<file path="src/rtl/weighted_rr_burst_arbiter.sv">
// weighted_rr_burst_arbiter
//   Shares one downstream valid/ready channel between NumIn requesters.
//   Weighted round-robin: the selected requester keeps the channel for up to
//   max(weight_i[sel],1) consecutive handshakes. After that the pointer moves to
//   sel+1 and the next selection scans upward from it, wrapping around.
//   Switching requesters costs one idle cycle. Beats chained from one
//   requester have no bubble between them.
//
// Optional feature macro: WRR_ARB_STARVE_EN
//   Adds per-requester wait counters. While any requester has waited
//   StarveLimit cycles, the current chain ends at its next handshake. The
//   following selection takes the lowest-index starved requester.
//
// Ports
//   clk_i     clock
//   rst_i     asynchronous, active-high reset
//   flush_i   synchronous abort; masks req_o/gnt_o in the same cycle
//   req_i     per-requester valid (held until its gnt_o bit)
//   data_i    per-requester payload
//   weight_i  per-requester credit, sampled at selection (0 acts as 1)
//   gnt_o     per-requester ready (one-hot or zero)
//   req_o     downstream valid
//   data_o    downstream payload
//   idx_o     index of the selected requester
//   gnt_i     downstream ready
module weighted_rr_burst_arbiter #(
  parameter int unsigned NumIn       = 4,
  parameter type         DataType    = logic,
  parameter int unsigned WeightW     = 4,
  parameter int unsigned StarveLimit = 15
) (
  input  logic                       clk_i,
  input  logic                       rst_i,
  input  logic                       flush_i,
  input  logic [NumIn-1:0]           req_i,
  input  DataType                    data_i   [NumIn],
  input  logic [WeightW-1:0]         weight_i [NumIn],
  output logic [NumIn-1:0]           gnt_o,
  output logic                       req_o,
  output DataType                    data_o,
  output logic [$clog2(NumIn)-1:0]   idx_o,
  input  logic                       gnt_i
);

  localparam int unsigned IdxW = $clog2(NumIn);

  typedef enum logic {IDLE, BUSY} state_e;

  state_e             state_q;
  logic [IdxW-1:0]    ptr_q;
  logic [IdxW-1:0]    sel_q;
  logic [WeightW-1:0] credit_q;

  logic [IdxW-1:0]    pick;
  logic               found;
  logic               starve_any;
  logic [IdxW-1:0]    ptr_next;

  assign ptr_next = (sel_q == IdxW'(NumIn - 1)) ? '0 : sel_q + 1'b1;

  // Outputs are driven from the registered selection. A flush masks them in
  // the same cycle, so no handshake can happen while flush_i is high.
  always_comb begin
    req_o  = 1'b0;
    data_o = '0;
    idx_o  = '0;
    gnt_o  = '0;
    if (state_q == BUSY && !flush_i) begin
      req_o        = req_i[sel_q];
      data_o       = data_i[sel_q];
      idx_o        = sel_q;
      gnt_o[sel_q] = gnt_i;
    end
  end

`ifdef WRR_ARB_STARVE_EN
  localparam int unsigned CntW = $clog2(StarveLimit + 1);

  logic [CntW-1:0]  wait_q [NumIn];
  logic [NumIn-1:0] starved;

  always_comb begin
    starved = '0;
    for (int unsigned k = 0; k < NumIn; k++) begin
      starved[IdxW'(k)] = (wait_q[IdxW'(k)] == CntW'(StarveLimit));
    end
  end

  assign starve_any = |starved;

  always_ff @(posedge clk_i or posedge rst_i) begin
    if (rst_i) begin
      for (int unsigned k = 0; k < NumIn; k++) wait_q[IdxW'(k)] <= '0;
    end else if (flush_i) begin
      for (int unsigned k = 0; k < NumIn; k++) wait_q[IdxW'(k)] <= '0;
    end else begin
      for (int unsigned k = 0; k < NumIn; k++) begin
        if (req_i[IdxW'(k)] && gnt_o[IdxW'(k)]) begin
          wait_q[IdxW'(k)] <= '0;
        end else if (req_i[IdxW'(k)] && !starved[IdxW'(k)]) begin
          wait_q[IdxW'(k)] <= wait_q[IdxW'(k)] + 1'b1;
        end
      end
    end
  end
`else
  assign starve_any = 1'b0;
`endif

  // The scan starts at ptr and wraps, so ptr itself is the closest candidate.
  always_comb begin
    found = 1'b0;
    pick  = '0;
    for (int unsigned i = 0; i < NumIn; i++) begin
      automatic logic [IdxW-1:0] c;
      c = IdxW'((32'(ptr_q) + i) % NumIn);
      if (!found && req_i[c]) begin
        found = 1'b1;
        pick  = c;
      end
    end
`ifdef WRR_ARB_STARVE_EN
    if (|(starved & req_i)) begin
      found = 1'b0;
      for (int unsigned i = 0; i < NumIn; i++) begin
        if (!found && starved[IdxW'(i)] && req_i[IdxW'(i)]) begin
          found = 1'b1;
          pick  = IdxW'(i);
        end
      end
    end
`endif
  end

  always_ff @(posedge clk_i or posedge rst_i) begin
    if (rst_i) begin
      state_q  <= IDLE;
      ptr_q    <= '0;
      sel_q    <= '0;
      credit_q <= '0;
    end else if (flush_i) begin
      state_q  <= IDLE;
      ptr_q    <= '0;
      credit_q <= '0;
    end else begin
      case (state_q)
        IDLE: begin
          if (found) begin
            sel_q    <= pick;
            credit_q <= (weight_i[pick] == '0) ? WeightW'(1) : weight_i[pick];
            state_q  <= BUSY;
          end
        end
        BUSY: begin
          if (!req_i[sel_q]) begin
            state_q  <= IDLE;
            ptr_q    <= ptr_next;
            credit_q <= '0;
          end else if (gnt_i) begin
            if (credit_q == WeightW'(1) || starve_any) begin
              state_q  <= IDLE;
              ptr_q    <= ptr_next;
              credit_q <= '0;
            end else begin
              credit_q <= credit_q - 1'b1;
            end
          end
        end
        default: state_q <= IDLE;
      endcase
    end
  end

endmodule

</file>
<file path="config.mk">
export PLATFORM = sky130hd
export DESIGN_NAME = weighted_rr_burst_arbiter
export DESIGN_NICKNAME = d
export VERILOG_FILES = /design/src/rtl/weighted_rr_burst_arbiter.sv
export SDC_FILE = /design/constraint.sdc
export NUM_CORES = 1
export LEC_CHECK = 0
export CAP_MARGIN = 20
export CORE_ASPECT_RATIO = 1.1
export CORE_MARGIN = 1
export CORE_UTILIZATION = 25
export CTS_BUF_LIST = sky130_fd_sc_hd__clkbuf_4 sky130_fd_sc_hd__clkbuf_8
export DETAILED_ROUTE_END_ITERATION = 10
export PLACE_DENSITY = 0.62
export SLEW_MARGIN = 5
export SYNTH_ARGS = -nofsm -noshare
export SYNTH_HDL_FRONTEND = slang
export SYNTH_SLANG_ARGS = --single-unit
</file>
<file path="constraint.sdc">
create_clock -name clk_i -period 2.9 [get_ports clk_i]
set_input_delay 0.58 -clock clk_i [delete_from_list [all_inputs] [get_ports clk_i]]
set_output_delay 0.58 -clock clk_i [all_outputs]
set_load 0.03 [all_outputs]
</file>
## After elaboration in Yosys (flattened, before gate mapping)

Cells that the tools add are included.
W data, S select, Z words.

- Output and inout port bits: 8
- Word-level logic and storage cells: 91
- Bits of input ports: 28
- Flip-flop bits (word level): 9

- Bitwise logic cells: 5
- Muxes and demuxes: 49
- Add/sub/neg operators: 5
- Magnitude comparators: 8
- Reductions and logical operators: 14
- Equal/unequal tests: 6

Operator list:

| cell | count |
|---|---|
| $mux W4 | 9 |
| $mux W2 | 11 |
| $mux W1 | 19 |
| $lt A2 B3 Y1 const B | 5 |
| $bmux W1 S2 | 6 |
| $bmux W4 S2 | 1 |
| $pmux W4 S2 | 1 |
| $ge A3 B3 Y1 const B | 2 |
| $ne A3 B3 Y1 const B | 2 |
| $not A2 Y3 | 2 |
| $reduce_and A3 Y1 | 2 |
| $logic_and A1 B1 Y1 | 5 |
| $add A2 B1 Y2 const B | 2 |
| $add A2 B2 Y2 const B | 2 |
| $and A4 B4 Y4 | 1 |
| $eq A4 B1 Y1 const B | 1 |
| $logic_not A1 Y1 | 4 |
| $logic_not A4 Y1 | 1 |
| $ne A4 B4 Y1 const B | 1 |
| $sub A4 B1 Y4 const B | 1 |
| $ne A3 B2 Y1 const B | 1 |
| $demux W1 S2 | 1 |
| $eq A2 B2 Y1 const B | 1 |
| $ge A2 B1 Y1 const B | 1 |
| other kinds (4) | 5 |

## Depth between registers and ports, before layout

- Word-level depth: 21
- Depth in mapped cells: 7
- Gate-level depth less buffers: 7

## Worst setup path before layout

OpenSTA, ideal clock, no wires.

- Path kind: input -> register
- Start: input req_i[2]
- End: register credit_q[0]
- Path buffers: 0
- Path slack: 906 ps
- Data arrival time: 1870 ps
- Data required time: 2776 ps
- Setup time: 124 ps
- Stages: 7
- Path through: nor2b_2 nor3_1 a21oi_1 nor2_1 mux2_2 a311oi_2 nor2_1

- Cells in the longest elaborated chain, start to end: 21
- Elaborated cells between the ends (all ways): 37
- Those cells by class: 2 x eq/ne; 26 x mux; 1 x bitwise; 8 x reduce/logical

RTL lines:

| item | RTL line | source |
|---|---|---|
| from (decl) | 35 | `input logic [NumIn-1:0] req_i,` |
| $bmux W1 S2 | 117 | `if (!found && req_i[c]) begin` |
| $mux W1 (implied by the code) | 117 |  |
| $mux W1 | 117 |  |
| $logic_not A1 Y1 | 117 |  |
| $logic_and A1 B1 Y1 | 117 |  |
| $mux W1 | 117 |  |
| $logic_not A1 Y1 | 117 |  |
| $logic_and A1 B1 Y1 | 117 |  |
| (+4 left out) | -- |  |
| $not A2 Y3 (implied by the code) | 150 | `credit_q <= (weight_i[pick] == '0) ? WeightW'(1) : weight_i[pick];` |
| $bmux W4 S2 | 150 |  |
| $mux W4 (implied by the code) (2 in a row) | 150 |  |
| $logic_not A4 Y1 | 150 |  |
| $mux W4 | 150 |  |
| $mux W4 | 148 | `if (found) begin` |
| $pmux W4 S2 | 146 | `case (state_q)` |
| $mux W4 | 141 | `end else if (flush_i) begin` |
| to (signal assigned) | 150 |  |
| to (signal assigned) | 165 | `credit_q <= credit_q - 1'b1;` |
| to (decl) | 52 | `logic [WeightW-1:0] credit_q;` |

Parallel ways exist; a longest one is shown, timed or not. The select of a mux whose other input is x is not followed.
A chain may end at the register's enable or synchronous reset.

## Final worst setup path

- Start: input req_i[3]
- End: output req_o

- Cells in the longest elaborated chain, start to end: 3

RTL lines:

| item | RTL line | source |
|---|---|---|
| $bmux W1 S2 | 69 | `req_o = req_i[sel_q];` |
| $mux W1 (implied by the code) | 69 |  |
| $mux W1 | 68 | `if (state_q == BUSY && !flush_i) begin` |
| to (decl) | 39 | `output logic req_o,` |

Every way passes these cells. The select of a mux whose other input is x is not followed.

==> results_dict.tcl <==
set metrics [dict create \
    status "complete, no violations" \
    cts.sinks 9 \
    io_pins 36 \
    yosysMostFrequentCell "mux2i_1" \
    drtPass1Iterations 4 \
    yosys_warnings 0 \
    crit_path_max_fanout 3 \
    rsz0062_at_grt "no" \
    synth_xor_area_share_pct 0 \
    drive_gt1_share_pct 18.7 \
    io_buffers 35 \
    wirelength_um 2310 \
    reg2reg_to "credit_q[0]$_DFFE_PP0P_" \
    clkSlewWorstSetupHoldPaths_ns 0.06 \
    cp_data_required_time_ns 2.32 \
    synth-edff-count 0 \
    max_freq_ghz 0.353 \
    nNetsFinal 174 \
    cts_resized 0 \
    critPathLaunchType "input pin" \
    grt_first_pass_wirelength_um 3660 \
    synthesis.nets 126 \
    switching_share_pct 40.6 \
    synthArstFlopShare_pct 100 \
    clock_latency_ns 0.26 \
    pwr-share-clk_pct 13.0 \
    vias 871 \
    p_sw_mw 0.326 \
    antenna_found_initial 0 \
    final.min_clock_period_ns 2.83 \
    area_growth_pct 57.1 \
    synth_top_family_by_area "multiplexers" \
    ant_nets 0 \
    p_leak_nw 0.594 \
    diodes 0 \
    post_cts_buffers 0 \
    timing.final.crit_share_pct 97.6 \
    grt_use_total_pct 12.8 \
    p_int_mw 0.476 \
    clock_skew_ns 0.000524 \
    final_util_pct 41.4 \
    synth-seq-area-share_pct 25.7 \
    postCtsHoldBufs 0 \
    crit_end "req_o" \
    cap_viol_max_count 0 \
    synth_top_area_share_pct 25.7 \
    numCtsBuffers 3 \
    synth-simple-area-share_pct 20.3 \
    finalHoldViolCount 0 \
    setup_viol 0 \
    synth_area_um2 877 \
    die-area_um2 3750 \
    first_iter_violations 15 \
    postSynthAreaPerCell_um2 9.53 \
    worstPathArrival_ns 2.25 \
    synth_top_area_cell "dfrtp_1" \
    clockBufferDepth 2 \
    synth_cell_types 34 \
    relSlewSlack_pct 75.4 \
    post-route-drc-count 0 \
    core-area_um2 3330 \
    via_per_inst 4.66 \
    p_per_area_nw_per_um2 582 \
    comb_power_share_pct 56.9 \
    crit_type "in -> out" \
    gp_congestion 0.757 \
    whs_ns 0.513 \
    final-seq-area_um2 225 \
    hold_path_class "reg -> reg" \
    hpwl_um 2020 \
    rr_worst_depth 8 \
    root_buffer "clkbuf_4" \
    synth_area_leaders "dfrtp_1 26%, mux2i_1 13%, ha_1 8.6%, mux2_2 5.1%, mux4_2 5.1%" \
    grt_pass1_vias 890 \
    synth_commonest_cells "11 x mux2i_1, 9 x dfrtp_1, 9 x nor2_1" \
    fillers 340 \
    rows 22 \
    netlist_instances 92 \
    die_w_um 58.5 \
    worstMarginPinSlew_ns 0.368 \
    pwr-share-seq_pct 30.2 \
    end_kind "output port" \
    reg2reg_from "sel_q[0]$_DFFE_PP0P_" \
    synthAdderAreaFrac_pct 8.56 \
    slew_viol_final 0 \
    initial_core_util_pct 26.3 \
    synthFlopType "dfrtp_1" \
    die_h_um 64.1 \
    rrSetupSlack_ns 0.76 \
    htree_levels 1 \
    fin_setup_tns_ns 0 \
    grt_start_max_net_pins 10 \
    grt.overflow.total 0 \
    synth-seq-cells 9 \
    synth_mux_area_share_pct 22.8 \
    tritoncts "done" \
    critPathLaunch "req_i[3]" \
    vdd_drop_max_uv 191 \
    multi_input_area_um2 622 \
    post_drt_wl_per_cell_um 12.3 \
    synth_compound_area_share_pct 19.3 \
]
## logic make-up (layout without fill, tap and decap cells)
family,Yosys count,count (layout)
simple gates,33,33
compound gates,19,19
mux,17,17
flops,9,9
buf+inv,8,55
fa+ha+maj,6,6
## state kept, by name, indices dropped and copies added (netlist names)
name	cells
credit_q	4
sel_q	2
state_q	1
ptr_q	2
## power by group through the flow
| stage | sequential (mW) | clock, mW | combinational, mW |
|---|---|---|---|
| 6_report | 0.242 | 0.104 | 0.456 |
| 2_1_floorplan | 0.223 | 0 | 0.325 |
| 4_1_cts | 0.244 | 0.107 | 0.462 |
| 5_1_grt | 0.253 | 0.114 | 0.501 |
| 3_5_place_dp | 0.247 | 0 | 0.460 |
| 3_3_place_gp | 0.244 | 0 | 0.441 |
## through the flow
| stage | instance area (µm²) | power [mW] | instances | setup slack (ns) |
|---|---|---|---|---|
| after global routing | 1380 | 0.868 | 187 | 0.0155 |
| after detailed placement | 1350 | 0.707 | 183 | 0.0832 |
| final | 1380 | 0.801 | 187 | 0.0687 |
| after CTS | 1380 | 0.812 | 187 | 0.0670 |
| after global placement | 1350 | 0.685 | 183 | 0.0970 |
| after floorplan | 877 | 0.548 | 92 | 0.906 |
## how the worst min path moves through the flow
stage / from / endpoint / slack, ns / depth (start not counted)
2_1_floorplan: rst_i / credit_q[0]$_DFFE_PP0P_ / 0.41 / 1
3_3_place_gp: credit_q[1]$_DFFE_PP0P_ / credit_q[1]$_DFFE_PP0P_ / 0.50 / 1
3_5_place_dp: credit_q[1]$_DFFE_PP0P_ / credit_q[1]$_DFFE_PP0P_ / 0.50 / 1
4_1_cts: credit_q[1]$_DFFE_PP0P_ / credit_q[1]$_DFFE_PP0P_ / 0.52 / 1
5_1_grt: credit_q[1]$_DFFE_PP0P_ / credit_q[1]$_DFFE_PP0P_ / 0.54 / 1
6_report: credit_q[1]$_DFFE_PP0P_ / credit_q[1]$_DFFE_PP0P_ / 0.51 / 1
## worst max-delay path, stage by stage
cell	delay (ns)
clkdlybuf4s50_1	0.42
mux4_2	0.50
nand2_1	0.11
inv_2	0.05
clkdlybuf4s50_1	0.58
## cells in the final DEF, fill, tap and decap left out, drive strengths merged
cell type / count
a211oi: 1
a21boi: 1
a21o: 1
a21oi: 3
a22o: 2
a2bb2oi: 1
a311oi: 1
and2: 3
and3: 4
buf: 8
clkbuf: 4
clkdlybuf4s50: 35
dfrtp: 9
ha: 6
inv: 8
mux2: 4
mux2i: 11
mux4: 2
nand2: 5
nand2b: 2
nand3: 1
nor2: 10
nor2b: 4
nor3: 2
nor4: 1
o21a: 1
o21ai: 3
o221ai: 1
o22ai: 2
o2bb2ai: 1
o32ai: 1
or2: 1
## final cells by class
cell class / count / share of cell area [%]
inverters: 8 / 2.18
clock buffers: 4 / 2.18
repair buffers: 43 / 29.8
flip-flops and latches: 9 / 16.3
well taps: 48 / 4.36
multi-input cells: 75 / 45.1
## layer usage
layer / global-route usage, % / vias to the layer above / routed length, µm
li1: - / 432 / -
met1: 12.6 / 406 / 844
met2: 25.3 / 28 / 1280
met3: 2.63 / 5 / 148
met4: 5.06 / 0 / 32
met5: 0 / - / 0
(Power assumes the default switching activity.)
